[config.mk]
export PLATFORM = sky130hd
export DESIGN_NAME = midi_voice_alloc_flat
export DESIGN_NICKNAME = d
export VERILOG_FILES = /design/src/rtl/midi_voice_alloc_if.sv /design/src/rtl/midi_voice_alloc.sv /design/src/flat_wrapper.sv
export SDC_FILE = /design/constraint.sdc
export NUM_CORES = 1
export LEC_CHECK = 0
export ABC_AREA = 1
export CORE_UTILIZATION = 30
export CTS_CLUSTER_DIAMETER = 50
export DETAILED_ROUTE_END_ITERATION = 10
export PLACE_DENSITY = 0.55
export SLEW_MARGIN = 20
export SYNTH_ARGS = -nofsm -noshare
export SYNTH_HDL_FRONTEND = slang
export SYNTH_SLANG_ARGS = --single-unit
[constraint.sdc]
create_clock -name clk -period 3.05 [get_ports clk]
set_clock_uncertainty 0.05 [all_clocks]
set_input_delay 0.7625 -clock clk [delete_from_list [all_inputs] [get_ports clk]]
set_output_delay 0.7625 -clock clk [all_outputs]
set_load 0.005 [all_outputs]
[src/rtl/midi_voice_alloc_if.sv]
// Event bus between the MIDI command decoder (master) and the voice allocator (slave).
// The note/velocity/channel fields are valid only while a pulse is high.
interface midi_voice_alloc_if;
  logic       note_on;
  logic       note_off;
  logic [6:0] note;
  logic [6:0] velocity;
  logic [3:0] channel;
  logic       busy;

  modport master (output note_on, note_off, note, velocity, channel, input busy);
  modport slave  (input note_on, note_off, note, velocity, channel, output busy);
endinterface

[src/rtl/midi_voice_alloc.sv]
// Polyphonic voice allocator: each accepted event scans one voice per cycle,
// then commits to a retriggered, free or stolen (oldest) voice.
module midi_voice_alloc #(
  parameter int NUM_VOICES = 4,
  parameter int AGE_W      = 8
) (
  input  logic                    clk,
  input  logic                    rst,
  midi_voice_alloc_if.slave       if_evt,
  output logic [NUM_VOICES-1:0]   o_voice_gate,
  output logic [NUM_VOICES-1:0]   o_voice_trig,
  output logic [NUM_VOICES-1:0]   o_voice_rel,
  output logic [7*NUM_VOICES-1:0] o_voice_note,
  output logic [7*NUM_VOICES-1:0] o_voice_vel,
  output logic [4*NUM_VOICES-1:0] o_voice_chan,
  output logic                    o_steal,
  output logic [7:0]              o_drop_cnt
);

  localparam int                IDX_W    = (NUM_VOICES > 1) ? $clog2(NUM_VOICES) : 1;
  localparam logic [IDX_W-1:0]  LAST_IDX = IDX_W'(NUM_VOICES - 1);
  localparam logic [AGE_W-1:0]  AGE_MAX  = '1;

  localparam logic [1:0] S_IDLE   = 2'd0;
  localparam logic [1:0] S_SCAN   = 2'd1;
  localparam logic [1:0] S_COMMIT = 2'd2;

  logic [1:0]       r_state;
  logic [IDX_W-1:0] r_idx;

  // Latched event
  logic             r_ev_on;
  logic [6:0]       r_ev_note;
  logic [6:0]       r_ev_vel;
  logic [3:0]       r_ev_chan;

  // Scan results
  logic             r_match_ok;
  logic [IDX_W-1:0] r_match_idx;
  logic             r_free_ok;
  logic [IDX_W-1:0] r_free_idx;
  logic             r_old_ok;
  logic [IDX_W-1:0] r_old_idx;
  logic [AGE_W-1:0] r_old_age;

  // Per-voice state
  logic [NUM_VOICES-1:0]             r_gate;
  logic [NUM_VOICES-1:0]             r_trig;
  logic [NUM_VOICES-1:0]             r_rel;
  logic [NUM_VOICES-1:0][6:0]        r_note;
  logic [NUM_VOICES-1:0][6:0]        r_vel;
  logic [NUM_VOICES-1:0][3:0]        r_chan;
  logic [NUM_VOICES-1:0][AGE_W-1:0]  r_age;
  logic                              r_steal;
  logic [7:0]                        r_drop;

  logic             w_idle;
  logic             w_pulse;
  logic             w_drop;
  logic             w_cur_match;
  logic [IDX_W-1:0] w_tgt_idx;

  assign w_idle  = (r_state == S_IDLE);
  assign w_pulse = if_evt.note_on | if_evt.note_off;
  // A simultaneous note_off loses to note_on and counts as a dropped event.
  assign w_drop  = (!w_idle && w_pulse) || (w_idle && if_evt.note_on && if_evt.note_off);

  assign w_cur_match = r_gate[r_idx] && (r_note[r_idx] == r_ev_note) && (r_chan[r_idx] == r_ev_chan);

  always_comb begin
    w_tgt_idx = r_old_idx;
    if (r_match_ok)     w_tgt_idx = r_match_idx;
    else if (r_free_ok) w_tgt_idx = r_free_idx;
  end

  // NOTE: all state below is plain flops (no RAM), so the synchronous reset clears every voice register.
  always_ff @(posedge clk) begin
    if (rst) begin
      r_state     <= S_IDLE;
      r_idx       <= '0;
      r_ev_on     <= 1'b0;
      r_ev_note   <= '0;
      r_ev_vel    <= '0;
      r_ev_chan   <= '0;
      r_match_ok  <= 1'b0;
      r_match_idx <= '0;
      r_free_ok   <= 1'b0;
      r_free_idx  <= '0;
      r_old_ok    <= 1'b0;
      r_old_idx   <= '0;
      r_old_age   <= '0;
      r_gate      <= '0;
      r_trig      <= '0;
      r_rel       <= '0;
      r_note      <= '0;
      r_vel       <= '0;
      r_chan      <= '0;
      r_age       <= '0;
      r_steal     <= 1'b0;
      r_drop      <= '0;
    end else begin
      r_trig  <= '0;
      r_rel   <= '0;
      r_steal <= 1'b0;

      if (w_drop && r_drop != 8'hFF) r_drop <= r_drop + 8'd1;

      case (r_state)
        S_IDLE: begin
          if (w_pulse) begin
            r_ev_on    <= if_evt.note_on && (if_evt.velocity != 7'd0);
            r_ev_note  <= if_evt.note;
            r_ev_vel   <= if_evt.velocity;
            r_ev_chan  <= if_evt.channel;
            r_match_ok <= 1'b0;
            r_free_ok  <= 1'b0;
            r_old_ok   <= 1'b0;
            r_idx      <= '0;
            r_state    <= S_SCAN;
          end
        end

        S_SCAN: begin
          if (r_gate[r_idx]) begin
            if (!r_match_ok && w_cur_match) begin
              r_match_ok  <= 1'b1;
              r_match_idx <= r_idx;
            end
            // Strict compare keeps the lowest index on an age tie.
            if (!r_old_ok || r_age[r_idx] > r_old_age) begin
              r_old_ok  <= 1'b1;
              r_old_idx <= r_idx;
              r_old_age <= r_age[r_idx];
            end
          end else if (!r_free_ok) begin
            r_free_ok  <= 1'b1;
            r_free_idx <= r_idx;
          end
          if (r_idx == LAST_IDX) r_state <= S_COMMIT;
          else                   r_idx   <= r_idx + 1'b1;
        end

        S_COMMIT: begin
          for (int i = 0; i < NUM_VOICES; i++) begin
            if (r_ev_on) begin
              if (w_tgt_idx == IDX_W'(i)) begin
                r_gate[i] <= 1'b1;
                r_note[i] <= r_ev_note;
                r_vel[i]  <= r_ev_vel;
                r_chan[i] <= r_ev_chan;
                r_age[i]  <= '0;
                r_trig[i] <= 1'b1;
              end else if (r_gate[i] && r_age[i] != AGE_MAX) begin
                r_age[i] <= r_age[i] + 1'b1;
              end
            end else if (r_match_ok && r_match_idx == IDX_W'(i)) begin
              // Pitch, velocity and channel hold so the release tail keeps sounding the same note.
              r_gate[i] <= 1'b0;
              r_rel[i]  <= 1'b1;
            end
          end
          r_steal <= r_ev_on && !r_match_ok && !r_free_ok;
          r_state <= S_IDLE;
        end

        default: r_state <= S_IDLE;
      endcase
    end
  end

  assign if_evt.busy  = !w_idle;
  assign o_voice_gate = r_gate;
  assign o_voice_trig = r_trig;
  assign o_voice_rel  = r_rel;
  assign o_voice_note = r_note;
  assign o_voice_vel  = r_vel;
  assign o_voice_chan = r_chan;
  assign o_steal      = r_steal;
  assign o_drop_cnt   = r_drop;

endmodule

[src/flat_wrapper.sv]
// flat-port wrapper written by rule: the top's interface ports become plain ports
module midi_voice_alloc_flat 
#(
  parameter int NUM_VOICES = 4,
  parameter int AGE_W      = 8
)
  (clk, rst, o_voice_gate, o_voice_trig, o_voice_rel, o_voice_note, o_voice_vel, o_voice_chan, o_steal, o_drop_cnt, if_evt_note_on, if_evt_note_off, if_evt_note, if_evt_velocity, if_evt_channel, if_evt_busy);
  midi_voice_alloc_if if_evt_i ();
  input  logic clk;
  input  logic rst;
  output logic [NUM_VOICES-1:0] o_voice_gate;
  output logic [NUM_VOICES-1:0] o_voice_trig;
  output logic [NUM_VOICES-1:0] o_voice_rel;
  output logic [7*NUM_VOICES-1:0] o_voice_note;
  output logic [7*NUM_VOICES-1:0] o_voice_vel;
  output logic [4*NUM_VOICES-1:0] o_voice_chan;
  output logic o_steal;
  output logic [7:0] o_drop_cnt;
  input wire logic [$bits(if_evt_i.note_on)-1:0] if_evt_note_on;
  input wire logic [$bits(if_evt_i.note_off)-1:0] if_evt_note_off;
  input wire logic [$bits(if_evt_i.note)-1:0] if_evt_note;
  input wire logic [$bits(if_evt_i.velocity)-1:0] if_evt_velocity;
  input wire logic [$bits(if_evt_i.channel)-1:0] if_evt_channel;
  output wire logic [$bits(if_evt_i.busy)-1:0] if_evt_busy;
  assign if_evt_i.note_on = if_evt_note_on;
  assign if_evt_i.note_off = if_evt_note_off;
  assign if_evt_i.note = if_evt_note;
  assign if_evt_i.velocity = if_evt_velocity;
  assign if_evt_i.channel = if_evt_channel;
  assign if_evt_busy = if_evt_i.busy;
  midi_voice_alloc #(.NUM_VOICES(NUM_VOICES), .AGE_W(AGE_W)) u_core (.clk(clk), .rst(rst), .if_evt(if_evt_i), .o_voice_gate(o_voice_gate), .o_voice_trig(o_voice_trig), .o_voice_rel(o_voice_rel), .o_voice_note(o_voice_note), .o_voice_vel(o_voice_vel), .o_voice_chan(o_voice_chan), .o_steal(o_steal), .o_drop_cnt(o_drop_cnt));
endmodule
==> impl_summary.log, run 1 <==
INFO  metric netlist_instances = 974
INFO  metric cts_repair_resize_count = 0
INFO  metric io_pins = 116
INFO  metric cp-start-kind = flip-flop
INFO  metric max_cap_viols = 0
INFO  metric required = 3.29 ns
INFO  metric powerDensity = 534.6 mW/mm^2
INFO  metric clkSlewWorstSetupHoldPaths = 0.07 ns
INFO  metric cts_root_buffer = sky130_fd_sc_hd__clkbuf_16
INFO  metric run_status = finished clean
INFO  metric grt.total_usage = 18.04%
INFO  metric die_area = 0.02473 sq mm
INFO  metric postRouteAntennaNets = 0
INFO  metric placed_area = 0.008662 sq mm
INFO  metric post_synth.cell_area_avg = 7.425 sq um
INFO  metric insertion_delay = 0.42 ns
INFO  metric detailed_place_hpwl = 15110 um
INFO  metric die-height = 157.3 um
INFO  metric antenna_found_initial = 0
INFO  metric hold_slack = 0.4076 ns
INFO  metric cellLeakagePower = 3.493 nW
INFO  metric finish.cell_count_without_fillers = 1417
INFO  metric fmax = 402.2 MHz
INFO  metric finalHoldViolCount = 0
INFO  metric combinational_group_share_of_total_power = 9.1%
INFO  metric total_switching_power = 1.287 mW
INFO  metric max-clock-path-buffers = 2
INFO  metric most_numerous_cell_on_the_critical_path = sky130_fd_sc_hd__nand2_1
INFO  metric first_pass_iters = 4
INFO  metric grt_start_max_net_pins = 37
INFO  metric report.final.setup_viol = 0
INFO  metric synth-seq-area-share = 45.67%
INFO  metric power.share.switching = 25.93%
INFO  metric remaining_global_route_overflow = 0
INFO  metric cell_internal_pwr = 3.678 mW
INFO  metric detail_route.iter0.violations = 336
INFO  metric crit_path_top_delay_cell = sky130_fd_sc_hd__dfxtp_1
INFO  metric post_route_cells_drive_above_1_share = 8.106%
INFO  metric finalPower = 4.965 mW
INFO  metric hp-class = flip-flop to flip-flop
INFO  metric nNetsFinal = 1121
INFO  metric fp-row-count = 56
INFO  metric mappedNetlistArea = 0.007232 sq mm
INFO  metric dominantRegCellSynth = sky130_fd_sc_hd__dfxtp_1
INFO  metric critPathCaptureType = flip-flop
INFO  metric timing_worst_slew_pin_value = 0.5258 ns
INFO  metric flip_flop_and_latch_count_after_synthesis = 165
INFO  metric ir_worst_vdd = 0.0003814 V
INFO  metric criticalPathCategory = flip-flop to flip-flop
INFO  metric clock_sinks = 165
INFO  metric cell_chain_of_the_critical_path = buf_4 > buf_4 > nand2_1 > o21ai_0 > nand2_1 > nand2_2 > nand2_1 > inv_1 > nand2_1 > nand2_1 > a21oi_1
INFO  metric via_per_inst = 4.680
INFO  metric setup-tns-final = 0 ns
INFO  metric share_seq_of_total_power = 44.6%
INFO  metric vias_in_the_first_global_route = 6301
INFO  metric number_of_flops_mapped_to_enable_cells_by_yosys = 0
INFO  metric critical_path_peak_fanout = 25
INFO  metric max_stage_delay = 0.40 ns
INFO  metric yosysTopAreaCellShare = 45.67%
INFO  metric multi_input_combinational_cell_area = 0.003303 sq mm
INFO  metric rsz0062_at_grt = false
INFO  metric cts_tree = done
INFO  metric initial_core_util = 30.72%
INFO  metric sequential_cell_area = 0.003303 sq mm
INFO  metric core = 0.02354 sq mm
INFO  metric areaGrowthSynthToFinish = 28.43%
INFO  metric layout_min_cycle_time = 2.487 ns
INFO  metric post-route-cell-area = 0.009288 sq mm
INFO  metric cp.arrival = 2.73 ns
INFO  metric yosys.cell_count.top_type = sky130_fd_sc_hd__nand2_1
INFO  metric num_vias = 6632
INFO  metric timing.slew.headroom = 64.90%
INFO  metric average_wire_per_cell_in_the_routed_design = 15.28 um
INFO  metric pwr-share-clk = 46.3%
INFO  metric drt_drc_violations_left = 0
INFO  metric antenna-diode-count = 0
INFO  metric globalplace.congestion = 0.8374
INFO  metric post_synth_main_area_contributors = sky130_fd_sc_hd__dfxtp_1 (46%), sky130_fd_sc_hd__nand2_1 (12%), sky130_fd_sc_hd__o21ai_0 (6.7%)
INFO  metric grt_pass1_wl = 34080 um
INFO  metric count_of_distinct_cell_types_in_the_synthesized_netlist = 42
INFO  metric filler_instances = 2507
INFO  metric placed_cells_incl_taps = 1385
INFO  metric port_buffers = 115
INFO  metric synth_async_sr_flop_share = 0%
INFO  metric wl = 21650 um
INFO  metric die_x = 157.3 um
INFO  metric cts_buffers = 17
INFO  metric post-route-period-util = 81.53%
INFO  metric cts-htree-levels = 4
INFO  metric finalMaxSlewViolations = 0
INFO  metric synth_nets = 1010
INFO  metric cts.repair_timing.setup_buffer_count = 0
INFO  metric synthesis.yosys.warnings = 0
INFO  metric commonest_cells_in_the_netlist = sky130_fd_sc_hd__nand2_1 (234), sky130_fd_sc_hd__dfxtp_1 (165), sky130_fd_sc_hd__o21ai_0 (97), sky130_fd_sc_hd__inv_1 (90), sky130_fd_sc_hd__nand3_1 (74)
INFO  metric cts.hold.buffers_added = 0
INFO  metric synth_area_leader_cell = sky130_fd_sc_hd__dfxtp_1
==> area by class of cell <==
class                      count  share of cell area, %
sequential                   165                  35.57
multi-input combinational    668                  35.57
timing repair buffer         131                  13.69
clock buffer                  18                  4.729
tap                          319                  4.297
inverter                     102                  4.149
clock inverter                14                  2.007
==> cells in the final DEF, fill, tap and decap left out, drive strengths merged, types with 2 or more instances in the layout <==
cell type      count
nor3               4
ha                14
clkinv             2
bufinv             3
nand3             81
clkdlybuf4s50    115
a21oi             73
clkbuf            18
xor2               8
o31ai              2
inv              110
o22ai             10
nor3b              2
and3               2
nor4               5
nand2            245
or2                2
nand3b             3
nor2              72
o21bai             2
dfxtp            165
o21ai            118
nand4             18
buf               16
==> power by group through the flow <==
stage	Clock (mW)	Combinational, mW	Sequential, mW
after floorplan	0	0.321	2.26
after global placement	0	0.453	2.26
after detailed placement	0	0.455	2.26
after CTS	2.34	0.457	2.21
after global routing	2.43	0.509	2.22
final	2.30	0.453	2.21
==> worst max-delay path: cells and delay by family, from the launching register on <==
family	cells	cell delay (ns)
buffers and inverters	3	0.95
AOI/OAI and AO/OA	2	0.14
and+or+nand+nor	6	0.82
DFF	1	0.40
==> final timing paths <==
path	start	end	slack (ns)	cells past startpoint
max reg2reg	u_core.r_idx[0]	u_core.r_old_idx[0]	0.56	11
max	u_core.r_idx[0]	u_core.r_old_idx[0]	0.56	11
min reg2reg	u_core.r_free_idx[0]	u_core.r_free_idx[0]	0.41	2
min	u_core.r_free_idx[0]	u_core.r_free_idx[0]	0.41	2
==> stage by stage <==
stage,util (%),setup slack [ns]
after floorplan,-,0.6345
after global placement,36.79,0.5101
after detailed placement,36.79,0.4807
after CTS,39.45,0.5831
after global routing,39.45,0.3625
final,39.45,0.5634
==> sequential cells by signal, indices dropped and copies added, names as in the netlist <==
signal,count
u_core.r_age,32
u_core.o_voice_note,28
u_core.o_voice_vel,28
u_core.o_voice_chan,16
u_core.o_drop_cnt,8
u_core.r_old_age,8
u_core.r_ev_note,7
u_core.r_ev_vel,7
u_core.o_voice_gate,4
u_core.o_voice_rel,4
u_core.o_voice_trig,4
u_core.r_ev_chan,4
u_core.r_free_idx,2
u_core.r_idx,2
u_core.r_match_idx,2
u_core.r_old_idx,2
u_core.r_state,2
u_core.o_steal,1
u_core.r_ev_on,1
u_core.r_free_ok,1
u_core.r_match_ok,1
u_core.r_old_ok,1
==> routing by layer <==
metal	track usage, %	vias up	wire length [um]
met5	0	-	0
met4	4.253	0	182
met3	5.231	11	1455
met2	29.79	154	9973
met1	23.01	3038	10040
li1	-	3429	-
==> kinds of logic (layout without fill, tap and decap cells) <==
kind of cell	after synthesis	in the layout	share of synthesized area (%)
and+or+nand+nor	434	434	27.02
AOI/OAI and AO/OA	211	211	15.14
xor gates and xnor gates	9	9	1.090
DFF	165	165	45.67
adders and majority gates	14	14	2.422
buffers and inverters	141	265	8.651
Note: power is estimated with default switching activity, not from simulation.
==> inputs of run 2 (changes only) <==
==> constraint.sdc (replaced) <==
create_clock -name clk -period 2.3 [get_ports clk]
set_clock_uncertainty 0.05 [all_clocks]
set_input_delay 0.575 -clock clk [delete_from_list [all_inputs] [get_ports clk]]
set_output_delay 0.575 -clock clk [all_outputs]
set_load 0.005 [all_outputs]
==> impl_summary.log, run 2 (synthesized netlist as in run 1, its figures left out) <==
INFO  metric antenna-diode-count = 0 (unchanged)
INFO  metric grt_start_max_net_pins = 40 (was 37)
INFO  metric cp-start-kind = flip-flop (unchanged)
INFO  metric insertion_delay = 0.44 ns (was 0.42 ns)
INFO  metric filler_instances = 2470 (was 2507)
INFO  metric cts.hold.buffers_added = 0 (unchanged)
INFO  metric sequential_cell_area = 0.003304 sq mm (was 0.003303 sq mm)
INFO  metric first_pass_iters = 5 (was 4)
INFO  metric setup.worst_path.start = u_core.r_idx[0] (unchanged)
INFO  metric cellLeakagePower = 3.636 nW (was 3.493 nW)
INFO  metric timing.rr.end = u_core.r_old_age[2] (was u_core.r_old_idx[0])
INFO  metric layout_min_cycle_time = 2.172 ns (was 2.487 ns)
INFO  metric max-clock-path-buffers = 2 (unchanged)
INFO  metric average_wire_per_cell_in_the_routed_design = 15.03 um (was 15.28 um)
INFO  metric required = 2.56 ns (was 3.29 ns)
INFO  metric areaGrowthSynthToFinish = 32.09% (was 28.43%)
INFO  metric finalMaxSlewViolations = 0 (unchanged)
INFO  metric finalHoldViolCount = 0 (unchanged)
INFO  metric cts_root_buffer = sky130_fd_sc_hd__clkbuf_16 (unchanged)
INFO  metric max_cap_viols = 0 (unchanged)
INFO  metric final_common_cell = sky130_fd_sc_hd__nand2_1 (unchanged)
INFO  metric cts_tree = done (unchanged)
INFO  metric remaining_global_route_overflow = 0 (unchanged)
INFO  metric cts_buffers = 17 (unchanged)
INFO  metric timing.critical_path.to = u_core.r_old_age[2] (was u_core.r_old_idx[0])
INFO  metric finalCoreUtilization = 40.58% (was 39.45%)
INFO  metric detailed_place_hpwl = 15380 um (was 15110 um)
INFO  metric timing.slew.headroom = 66.44% (was 64.90%)
INFO  metric nNetsFinal = 1142 (was 1121)
INFO  metric vias_in_the_first_global_route = 6304 (was 6301)
INFO  metric registers.top_by_ff_count = u_core.r_age (unchanged)
INFO  metric wl = 21610 um (was 21650 um)
INFO  metric rr_worst_depth = 13 (was 11)
INFO  metric clkSlewWorstSetupHoldPaths = 0.07 ns (about the same)
INFO  metric cts-htree-levels = 4 (unchanged)
INFO  metric grt.total_usage = 18.09% (was 18.04%)
INFO  metric drt_drc_violations_left = 0 (unchanged)
INFO  metric clock_sinks = 165 (unchanged)
INFO  metric ir_worst_vdd = 0.0005066 V (was 0.0003814 V)
INFO  metric cp.arrival = 2.43 ns (was 2.73 ns)
INFO  metric run_status = finished clean (unchanged)
INFO  metric postRouteAntennaNets = 0 (unchanged)
INFO  metric detail_route.iter0.violations = 522 (was 336)
INFO  metric fp-row-count = 56 (unchanged)
INFO  metric hp-class = flip-flop to flip-flop (unchanged)
INFO  metric finish.cell_count_without_fillers = 1438 (was 1417)
INFO  metric multi_input_combinational_cell_area = 0.003323 sq mm (was 0.003303 sq mm)
INFO  metric post-route-period-util = 94.45% (was 81.53%)
INFO  metric crit-reg2reg-launch = u_core.r_idx[0] (unchanged)
INFO  metric antenna_found_initial = 0 (unchanged)
INFO  metric fmax = 460.3 MHz (was 402.2 MHz)
INFO  metric reg2reg_setup_slack = 0.13 ns (was 0.56 ns)
INFO  metric core = 0.02354 sq mm (unchanged)
INFO  metric die_area = 0.02473 sq mm (unchanged)
INFO  metric num_vias = 6701 (was 6632)
INFO  metric placed_cells_incl_taps = 1404 (was 1385)
INFO  metric port_buffers = 115 (unchanged)
INFO  metric report.final.setup_viol = 0 (unchanged)
INFO  metric post_route_cells_drive_above_1_share = 10.37% (was 8.106%)
INFO  metric powerDensity = 671.0 mW/mm^2 (was 534.6 mW/mm^2)
INFO  metric mostFrequentLayoutCells = sky130_fd_sc_hd__nand2_1 (232), sky130_fd_sc_hd__dfxtp_1 (164), sky130_fd_sc_hd__clkdlybuf4s50_1 (115) (was sky130_fd_sc_hd__nand2_1 (234), sky130_fd_sc_hd__dfxtp_1 (165), sky130_fd_sc_hd__clkdlybuf4s50_1 (115))
INFO  metric timing_worst_slew_pin_value = 0.4996 ns (was 0.5258 ns)
INFO  metric io_pins = 116 (unchanged)
INFO  metric grt_pass1_wl = 33960 um (was 34080 um)
INFO  metric die_x = 157.3 um (unchanged)
INFO  metric die-height = 157.3 um (unchanged)
INFO  metric criticalPathCategory = flip-flop to flip-flop (unchanged)
INFO  metric initial_core_util = 30.72% (unchanged)
INFO  metric critPathCaptureType = flip-flop (unchanged)
INFO  metric critical_path_peak_fanout = 16 (was 25)
INFO  metric via_per_inst = 4.660 (was 4.680)
INFO  metric globalplace.congestion = 0.8784 (was 0.8374)
INFO  metric flip_flop_count_of_the_largest_register_after_layout = 32 (unchanged)
## run 2: layout make-up
| class | count | share of cell area [%] |
|---|---|---|
| clock buffer | 18 | 4.597 |
| clock inverter | 14 | 1.559 |
| inverter | 102 | 4.034 |
| multi-input combinational | 668 | 34.79 |
| sequential | 165 | 34.59 |
| tap | 319 | 4.178 |
| timing repair buffer | 152 | 16.25 |
## run 2: metal layers
layer	part of all wire, %	wire length, um	GRT usage [%]
met1	46	10040	23.43
met2	46	9986	29.03
met3	6.2	1329	5.562
met4	1.1	248	4.669
met5	0	0	0
## run 2: how the worst min path moves through the flow
stage / slack [ns] / start / end / cells after the start
3_5_place_dp: 0.40 / u_core.r_free_idx[1] / u_core.r_free_idx[1] / 2
4_1_cts: 0.41 / u_core.r_free_idx[1] / u_core.r_free_idx[1] / 2
3_3_place_gp: 0.39 / u_core.o_voice_vel[16] / u_core.o_voice_vel[16] / 2
6_report: 0.40 / u_core.r_free_idx[1] / u_core.r_free_idx[1] / 2
5_1_grt: 0.41 / u_core.r_free_idx[1] / u_core.r_free_idx[1] / 2
2_1_floorplan: 0.38 / u_core.r_free_idx[1] / u_core.r_free_idx[1] / 2
## run 2: critical path: stages (launching register included)
cell and delay [ns]:
sky130_fd_sc_hd__dfxtp_2 0.37, sky130_fd_sc_hd__buf_6 0.16, sky130_fd_sc_hd__o21ai_0 0.10, sky130_fd_sc_hd__o22ai_1 0.25, sky130_fd_sc_hd__ha_1 0.29, sky130_fd_sc_hd__a21oi_1 0.17
sky130_fd_sc_hd__o21ai_1 0.09, sky130_fd_sc_hd__nand2_1 0.06, sky130_fd_sc_hd__nand3_1 0.06, sky130_fd_sc_hd__nand2_1 0.07, sky130_fd_sc_hd__nand2_2 0.08, sky130_fd_sc_hd__buf_6 0.15
sky130_fd_sc_hd__nand3_1 0.09, sky130_fd_sc_hd__a21oi_1 0.07
## run 2: power breakdown
part	internal [mW]	leakage [nW]	switching [mW]
combinational	0.240	2.01	0.423
sequential	2.91	1.34	0.0268
clock	1.48	0.293	1.33
total	4.63	3.64	1.78
## run 2: what timing repair did
item / CTS / global route
pin swaps: 0 / 3
setup buffers: 0 / 2
endpoints found under the setup margin: 9 / 12
gates resized for setup: 1 / 11
## run 2: per-stage QoR
step / instance area [sq um] / setup TNS, ns / setup WS [ns] / power [mW] / hold slack, ns
after global routing: 9553 / -0.03227 / -0.02546 / 6.691 / 0.4126
after detailed placement: 8917 / 0 / 0.008252 / 3.643 / 0.3955
after floorplan: 7236 / 0 / 0.008167 / 3.419 / 0.3787
after CTS: 9508 / 0 / 0.05130 / 6.471 / 0.4051
after global placement: 8917 / 0 / 0.07581 / 3.637 / 0.3870
final: 9553 / 0 / 0.1277 / 6.410 / 0.4020
